### config.mk
export PLATFORM = sky130hd
export DESIGN_NAME = bcd_result_encoder_flat
export DESIGN_NICKNAME = d
export VERILOG_FILES = /design/src/rtl/bcd_result_encoder_if.sv /design/src/rtl/bcd_result_encoder.sv /design/src/flat_wrapper.sv
export SDC_FILE = /design/constraint.sdc
export NUM_CORES = 1
export LEC_CHECK = 0
export ABC_CLOCK_PERIOD_IN_PS = 1950
export CAP_MARGIN = 20
export CORE_ASPECT_RATIO = 2
export CORE_UTILIZATION = 54
export CTS_BUF_LIST = sky130_fd_sc_hd__clkbuf_4 sky130_fd_sc_hd__clkbuf_8 sky130_fd_sc_hd__clkbuf_16
export DETAILED_ROUTE_END_ITERATION = 8
export PLACE_DENSITY = 0.79
export SYNTH_ARGS = -nofsm -noshare
export SYNTH_HDL_FRONTEND = slang
export SYNTH_SLANG_ARGS = --single-unit
### constraint.sdc
create_clock -name clk -period 1.95 [get_ports clk]
set_input_delay 0.2925 -clock clk [delete_from_list [all_inputs] [get_ports clk]]
set_output_delay 0.2925 -clock clk [all_outputs]
set_load 0.02 [all_outputs]
### src/rtl/bcd_result_encoder_if.sv
// Handshake and result bundle between the ALU-side requester and the BCD encoder.
// The master drives the request; the slave (encoder) returns status and digits.
interface bcd_result_encoder_if;
  logic       start;
  logic [8:0] value;
  logic       ovf_in;
  logic       busy;
  logic       done;
  logic [3:0] units;
  logic [3:0] tens;
  logic [1:0] hundreds;
  logic       zero;
  logic       overflow;

  modport master (
    output start, value, ovf_in,
    input  busy, done, units, tens, hundreds, zero, overflow
  );

  modport slave (
    input  start, value, ovf_in,
    output busy, done, units, tens, hundreds, zero, overflow
  );
endinterface

### src/rtl/bcd_result_encoder.sv
// Sequential double-dabble converter: 9-bit ALU result to registered BCD digits
// with Zero/Overflow flags for the seven-segment decoder.
module bcd_result_encoder #(
  parameter int unsigned LIMIT = 299
) (
  input  logic                clk,
  input  logic                rst_n,
  bcd_result_encoder_if.slave bus
);

  typedef enum logic [1:0] {
    IDLE,
    CONV,
    FINISH
  } state_t;

  localparam logic [9:0] LIMIT_W = 10'(LIMIT);

  state_t      state_q, state_d;
  logic [3:0]  cnt_q, cnt_d;
  logic [11:0] scratch_q, scratch_d;
  logic [11:0] scratch_adj;
  logic [8:0]  shift_q, shift_d;
  logic        ovf_q, ovf_d;
  logic        done_q, done_d;
  logic [3:0]  units_q, units_d;
  logic [3:0]  tens_q, tens_d;
  logic [1:0]  hund_q, hund_d;
  logic        zero_q, zero_d;
  logic        overflow_q, overflow_d;

  // Nibble correction stays inside 4 bits; a digit never exceeds 9 so no carry is lost.
  function automatic logic [3:0] dabble(input logic [3:0] nib);
    return (nib >= 4'd5) ? 4'(nib + 4'd3) : nib;
  endfunction

  assign scratch_adj = {dabble(scratch_q[11:8]), dabble(scratch_q[7:4]), dabble(scratch_q[3:0])};

  always_comb begin
    state_d    = state_q;
    cnt_d      = cnt_q;
    scratch_d  = scratch_q;
    shift_d    = shift_q;
    ovf_d      = ovf_q;
    done_d     = 1'b0;
    units_d    = units_q;
    tens_d     = tens_q;
    hund_d     = hund_q;
    zero_d     = zero_q;
    overflow_d = overflow_q;

    case (state_q)
      IDLE: begin
        if (bus.start) begin
          shift_d   = bus.value;
          scratch_d = '0;
          cnt_d     = 4'd9;
          ovf_d     = bus.ovf_in | ({1'b0, bus.value} > LIMIT_W);
          state_d   = CONV;
        end
      end
      CONV: begin
        {scratch_d, shift_d} = {scratch_adj[10:0], shift_q, 1'b0};
        cnt_d = cnt_q - 4'd1;
        if (cnt_q == 4'd1) state_d = FINISH;
      end
      FINISH: begin
        done_d  = 1'b1;
        state_d = IDLE;
        if (ovf_q) begin
          units_d    = 4'd0;
          tens_d     = 4'd0;
          hund_d     = 2'd0;
          zero_d     = 1'b0;
          overflow_d = 1'b1;
        end else begin
          units_d    = scratch_q[3:0];
          tens_d     = scratch_q[7:4];
          hund_d     = scratch_q[9:8];
          zero_d     = (scratch_q == 12'd0);
          overflow_d = 1'b0;
        end
      end
      default: state_d = IDLE;
    endcase
  end

  always_ff @(posedge clk or negedge rst_n) begin
    if (!rst_n) begin
      state_q    <= IDLE;
      cnt_q      <= 4'd0;
      scratch_q  <= 12'd0;
      shift_q    <= 9'd0;
      ovf_q      <= 1'b0;
      done_q     <= 1'b0;
      units_q    <= 4'd0;
      tens_q     <= 4'd0;
      hund_q     <= 2'd0;
      zero_q     <= 1'b1;
      overflow_q <= 1'b0;
    end else begin
      state_q    <= state_d;
      cnt_q      <= cnt_d;
      scratch_q  <= scratch_d;
      shift_q    <= shift_d;
      ovf_q      <= ovf_d;
      done_q     <= done_d;
      units_q    <= units_d;
      tens_q     <= tens_d;
      hund_q     <= hund_d;
      zero_q     <= zero_d;
      overflow_q <= overflow_d;
    end
  end

  assign bus.busy     = (state_q != IDLE);
  assign bus.done     = done_q;
  assign bus.units    = units_q;
  assign bus.tens     = tens_q;
  assign bus.hundreds = hund_q;
  assign bus.zero     = zero_q;
  assign bus.overflow = overflow_q;

endmodule

### src/flat_wrapper.sv
// flat-port wrapper written by rule: the top's interface ports become plain ports
module bcd_result_encoder_flat 
#(
  parameter int unsigned LIMIT = 299
)
  (clk, rst_n, bus_start, bus_value, bus_ovf_in, bus_busy, bus_done, bus_units, bus_tens, bus_hundreds, bus_zero, bus_overflow);
  bcd_result_encoder_if bus_i ();
  input  logic clk;
  input  logic rst_n;
  input wire logic [$bits(bus_i.start)-1:0] bus_start;
  input wire logic [$bits(bus_i.value)-1:0] bus_value;
  input wire logic [$bits(bus_i.ovf_in)-1:0] bus_ovf_in;
  output wire logic [$bits(bus_i.busy)-1:0] bus_busy;
  output wire logic [$bits(bus_i.done)-1:0] bus_done;
  output wire logic [$bits(bus_i.units)-1:0] bus_units;
  output wire logic [$bits(bus_i.tens)-1:0] bus_tens;
  output wire logic [$bits(bus_i.hundreds)-1:0] bus_hundreds;
  output wire logic [$bits(bus_i.zero)-1:0] bus_zero;
  output wire logic [$bits(bus_i.overflow)-1:0] bus_overflow;
  assign bus_i.start = bus_start;
  assign bus_i.value = bus_value;
  assign bus_i.ovf_in = bus_ovf_in;
  assign bus_busy = bus_i.busy;
  assign bus_done = bus_i.done;
  assign bus_units = bus_i.units;
  assign bus_tens = bus_i.tens;
  assign bus_hundreds = bus_i.hundreds;
  assign bus_zero = bus_i.zero;
  assign bus_overflow = bus_i.overflow;
  bcd_result_encoder #(.LIMIT(LIMIT)) u_core (.clk(clk), .rst_n(rst_n), .bus(bus_i));
endmodule
==> run metrics, run 1 <==
fillers 310; PortBufs 26; worst skew pair latency 0.30 ns; #FFs+latches synth 41; syn avg cell area 9.94 µm²; RSZ-0062 raised after global routing false; Die Wd 45.1 µm; leakage power 1.09 nW; GRT Residual Overflow 0; H-tree depth 2; worst-path cell chain or2_2 > clkdlybuf4s50_1; Synth Net Count 226; fin cells 282; most common cell after layout, fill and taps aside nand2_1; final hold violations 0; # rows 31; Post-DP Area 0.00232 mm²; number of inserted diodes 0; CTS tree done; Post-DRT Antenna Nets 0; yosys warns 0; total wire length 3860 µm; layout cells sized above 1 0.0987; Hold WC Path Type in -> async; Startpoint Class register; dominant synthesized flop cell dfrtp_1; Slew @ Worst Pin 0.502 ns; Gate Count Post-Synth 202; DRC 0; post-synthesis sequential area ratio 0.512; die area 0.00398 mm²; power per cell area 1510 mW/mm²; Vias/cell 5.34; gpl congestion 0.795; fin area 0.00240 mm²; I/O pins 27; Inserted Clock Buffers 5; Crit-path slowest cell clkdlybuf4s50_1; placed instance count 274; Distinct cells, synth 38; Max-Slew Margin vs Limit 0.664; Area Growth Syn to Fin 19.7%; Min Hold Slack 0.0405 ns; first-pass GRT wire length 6470 µm; Max Slew Vio Count 0; Final period util 0.971; crit end category output pin; number of flops mapped to enable cells by yosys 0; max cap viols 0; Avg WL per Cell 13.7 µm; commonest cells after routing, fill and taps aside nand2_1, dfrtp_1, clkdlybuf4s50_1; clk sinks 41; vias 1,507; root buffer cell clkbuf_8; final net count 256; first-pass iteration count of the detailed router 4; buffer and inverter count on the worst path 1; critical path class reg -> out; Die Ht 88.2 µm; Clock Skews 0.00478 ns; Max stage delay on crit path 0.53 ns; vias in the first global route 1,475; status completed; FMAX 528 MHz; core area 0.00357 mm²; Worst VDD drop 0.941 mV; Worst Path Required 1.66 ns; Iteration-0 DRC Markers 24; setup bufs post-CTS 0; CTS Buffer Depth 2; Post-synth ARST share 1.00; Power, Total 3.63 mW; CP max FO 10; setup_tns 0 ns; initial antenna violation count 0; CP arrival 1.60 ns; Worst-path clk slew 0.07 ns; min Tclk post-route 1.89 ns; final setup violation count 0; Post-DP HPWL 2730 µm; Tot GR Track Use 0.229; starting density of the core 0.563; largest net degree at the start of global routing 42; area of the mapped netlist 0.00201 mm²; Top delay family on crit path buffers and inverters
metal layers:
layer,up-vias,wire (µm),track usage,part of all wire
li1,751,-,-,-
met1,709,1520,0.248,0.40
met2,34,2030,0.393,0.53
met3,13,100,0.0429,0.026
met4,0,203,0.146,0.053
met5,-,0,0,0
where the power goes:
group          switching (mW)  total (mW)  internal (mW)  leakage (nW)
Sequential              0.294        1.48           1.19         0.523
Clock                   0.280       0.541          0.262        0.0484
Combinational           0.879        1.61          0.730         0.517
Total                    1.45        3.63           2.18          1.09
repair_timing:
action / in CTS / in global routing
endpoints found under the setup margin: 0 / 1
gates resized for setup: 0 / 1
hold buffers: 0 / 0
metrics by stage:
step	utilization	setup slack, ns
global placement	0.649	0.329
detailed placement	0.649	0.264
finish	0.674	0.0568
global route	0.674	0.0125
CTS	0.673	0.00269
floorplan	-	0.405
cells in the mapped netlist (3+ instances only):
library cell	instances	share of area
o31ai_1	7	0.026
a31oi_1	3	0.0093
o21ai_0	17	0.042
dfrtp_1	40	0.50
xnor2_1	3	0.013
inv_1	10	0.019
a21oi_1	6	0.015
a22o_1	5	0.022
buf_4	3	0.011
nand2b_1	8	0.025
a22oi_1	8	0.030
ha_1	11	0.069
buf_2	4	0.010
nand2_1	45	0.084
nor2_1	5	0.0093
sequential cells by signal, indices dropped and copies added, names as in the netlist:
signal	flops
u_core.scratch_q	12
u_core.shift_q	9
u_core.bus.tens	4
u_core.bus.units	4
u_core.cnt_q	4
u_core.bus.hundreds	2
u_core.state_q	2
u_core.bus.done	1
u_core.bus.overflow	1
u_core.bus.zero	1
u_core.ovf_q	1
cell type report:
class	count	area [µm²]	share of cell area
multi-input cells	141	882	0.367
clock buffers	6	76.3	0.0318
well taps	49	61.3	0.0255
repair buffers	33	308	0.128
flip-flops and latches	41	1030	0.428
clock inverters	2	10.0	0.00416
inverters	10	37.5	0.0156
final timing paths:
path	from	cells after the start	slack, ns	end
max	u_core.state_q[0]	2	0.06	bus_busy
min	rst_n	2	0.04	u_core.scratch_q[11]
max reg2reg	u_core.scratch_q[4]	6	0.23	u_core.scratch_q[6]
min reg2reg	u_core.bus.units[3]	2	0.48	u_core.bus.units[3]
max in group asynchronous	rst_n	2	1.53	u_core.state_q[0]
min in group clk	u_core.bus.units[3]	2	0.48	u_core.bus.units[3]
worst reg2reg max path, cell delays in order, from the launching register on:
cell and delay [ns]:
dfrtp_1 0.42, inv_1 0.15, ha_1 0.21, nand2b_1 0.07
a21oi_1 0.29, mux2_2 0.37, o21ai_0 0.13
cell families after synthesis:
kind of cell / after synthesis / synth area share
compound gates: 53 / 0.170
xor+xnor: 3 / 0.0131
fa+ha+maj: 11 / 0.0685
buf+inv: 20 / 0.0492
flops: 41 / 0.512
mux: 4 / 0.0212
simple gates: 70 / 0.166
Power figures use the tool's default switching activity.
==> inputs of run 2 (changes only) <==
--- a/config.mk
+++ b/config.mk
@@ -7,11 +7,14 @@
 export LEC_CHECK = 0
 export ABC_CLOCK_PERIOD_IN_PS = 1950
 export CAP_MARGIN = 20
+export CELL_PAD_IN_SITES_DETAIL_PLACEMENT = 1
+export CELL_PAD_IN_SITES_GLOBAL_PLACEMENT = 1
 export CORE_ASPECT_RATIO = 2
-export CORE_UTILIZATION = 54
+export CORE_UTILIZATION = 42
 export CTS_BUF_LIST = sky130_fd_sc_hd__clkbuf_4 sky130_fd_sc_hd__clkbuf_8 sky130_fd_sc_hd__clkbuf_16
 export DETAILED_ROUTE_END_ITERATION = 8
-export PLACE_DENSITY = 0.79
+export HOLD_SLACK_MARGIN = 0.1
+export PLACE_DENSITY_LB_ADDON = 0.1
 export SYNTH_ARGS = -nofsm -noshare
 export SYNTH_HDL_FRONTEND = slang
 export SYNTH_SLANG_ARGS = --single-unit
==> run 2 against run 1 <==
Register-to-register slack worse by 0.04 ns. Final area is 1.8% higher. Global-route usage is 2.3 points lower. Via count is 3.6% higher. Die area is 28% higher. Critical path depth stayed put. Non-clock buffer count is 3 higher. Worst hold slack better by 0.44 ns. Clock-buffer cell count stayed put. Clock power is 3% higher. Sequential power hardly changed. Clock skew is 0.00090 ns higher.
==> run metrics, run 2 (synthesis results as in run 1) <==
status completed; Max-Slew Margin vs Limit 0.673; number of inserted diodes 0; Iteration-0 DRC Markers 31; Die Ht 99.8 µm; crit end category output pin; starting density of the core 0.437; PortBufs 26; gpl congestion 0.773; r2r endpoint u_core.scratch_q[6]; FF-to-FF path depth 6; most common cell after layout, fill and taps aside nand2_1; min Tclk post-route 1.79 ns; max cap viols 0; metal2 WL 2600 µm; final hold violations 0; Vias/cell 5.36; most flop-heavy register u_core.scratch_q; die area 0.00508 mm²; Post-DRT Antenna Nets 0; first-pass GRT wire length 7780 µm; Final period util 0.918; vias in the first global route 1,736; Worst Setup EP bus_busy; Tot GR Track Use 0.206; root buffer cell clkbuf_8; clk sinks 41; worst-path cell chain or2_2 > clkdlybuf4s50_1; Max Slew Vio Count 0; highest metal layer with signal wires met4; RSZ-0062 raised after global routing false; Worst R2R Start u_core.scratch_q[4]; largest net degree at the start of global routing 23; hold path startpoint u_core.bus.tens[1]; Max stage delay on crit path 0.54 ns; Hold WC Path Type reg -> reg; met1 wire length 1670 µm; H-tree depth 2; first-pass iteration count of the detailed router 4; CTS tree done; Worst Path Required 1.66 ns; CP max FO 3; GRT Residual Overflow 0; total wire length 4500 µm; layout cells sized above 1 0.102; Clock Skews 0.00568 ns; FMAX 559 MHz; setup_tns 0 ns; Post-DP HPWL 3500 µm; fillers 539; Avg WL per Cell 15.5 µm; commonest cells after routing, fill and taps aside nand2_1, dfrtp_1, clkdlybuf4s50_1; final net count 259; Startpoint Class register; Worst-path clk slew 0.08 ns; Slew @ Worst Pin 0.490 ns; Die Wd 50.9 µm; Worst VDD drop 0.825 mV; DRC 0; leakage power 1.11 nW; # rows 35; core area 0.00460 mm²; worst skew pair latency 0.29 ns; power per cell area 1520 mW/mm²; initial antenna violation count 0; I/O pins 27; Area Growth Syn to Fin 21.9%; routed wl met3 115 µm; CP arrival 1.50 ns; final setup violation count 0; Largest register FFs 12; Crit-path slowest cell clkdlybuf4s50_1; Inserted Clock Buffers 5; Power, Total 3.73 mW; CTS Buffer Depth 2; critical path class reg -> out; vias 1,561; Critical path origin u_core.state_q[0]; largest registers u_core.scratch_q x12, u_core.shift_q x9; reg-to-reg slack, setup 0.19 ns
run 2: what timing repair did:
item	in CTS	in global routing
setup endpoints to repair	0	0
resized for setup	0	0
setup buffers	0	0
hold endpoints to repair	19	0
hold buffers	1	0
run 2: where the power goes:
part	internal, mW	leakage (nW)	switching, mW	total (mW)
clock network	0.262	0.0484	0.295	0.558
logic	0.760	0.536	0.947	1.71
registers	1.18	0.523	0.282	1.47
run 2: worst min path at each step:
stage                      endpoint  slack [ns]  cells past startpoint
5_1_grt          u_core.bus.tens[1]        0.50                      2
6_report         u_core.bus.tens[1]        0.48                      2
4_1_cts             u_core.bus.zero        0.49                      2
2_1_floorplan       u_core.bus.done      -0.003                      0
3_3_place_gp   u_core.scratch_q[10]        0.28                      1
3_5_place_dp   u_core.scratch_q[11]        0.28                      1
run 2: metrics by stage:
step | cells | utilization | worst slack (ns) | hold slack, ns | instance area, µm²
5_1_grt | 291 | 0.532 | 0.0509 | 0.504 | 2450
2_1_floorplan | 202 | - | 0.405 | -0.00309 | 2010
3_3_place_gp | 282 | 0.511 | 0.355 | 0.280 | 2350
6_report | 291 | 0.532 | 0.160 | 0.484 | 2450
3_5_place_dp | 282 | 0.511 | 0.208 | 0.282 | 2350
4_1_cts | 291 | 0.532 | 0.142 | 0.489 | 2450
run 2: cell type report:
| cell class | instances | area [µm²] | area share |
|---|---|---|---|
| inverters | 10 | 37.5 | 0.0153 |
| repair buffers | 36 | 345 | 0.141 |
| well taps | 55 | 68.8 | 0.0281 |
| flip-flops and latches | 41 | 1030 | 0.420 |
| clock inverters | 2 | 10.0 | 0.00409 |
| multi-input cells | 141 | 882 | 0.360 |
| clock buffers | 6 | 76.3 | 0.0312 |
run 2: metal layers:
layer,vias up,GRT usage
met5,-,0
met1,757,0.205
li1,757,-
met4,0,0.0855
met3,9,0.0379
met2,38,0.399
run 2: worst max-delay path: cells and delay by family (launching register included):
kind / cells / cell delay (ns)
flops: 1 / 0.40
buf+inv: 1 / 0.54
simple gates: 1 / 0.27
==> inputs of run 3 (changes only) <==
--- a/config.mk
+++ b/config.mk
@@ -12,6 +12,7 @@
 export CORE_ASPECT_RATIO = 2
 export CORE_UTILIZATION = 42
 export CTS_BUF_LIST = sky130_fd_sc_hd__clkbuf_4 sky130_fd_sc_hd__clkbuf_8 sky130_fd_sc_hd__clkbuf_16
+export CTS_CLUSTER_SIZE = 10
 export DETAILED_ROUTE_END_ITERATION = 8
 export HOLD_SLACK_MARGIN = 0.1
 export PLACE_DENSITY_LB_ADDON = 0.1
==> results of run 3 <==
No change in the layout: final DEF, timing and power equal those of run 2.
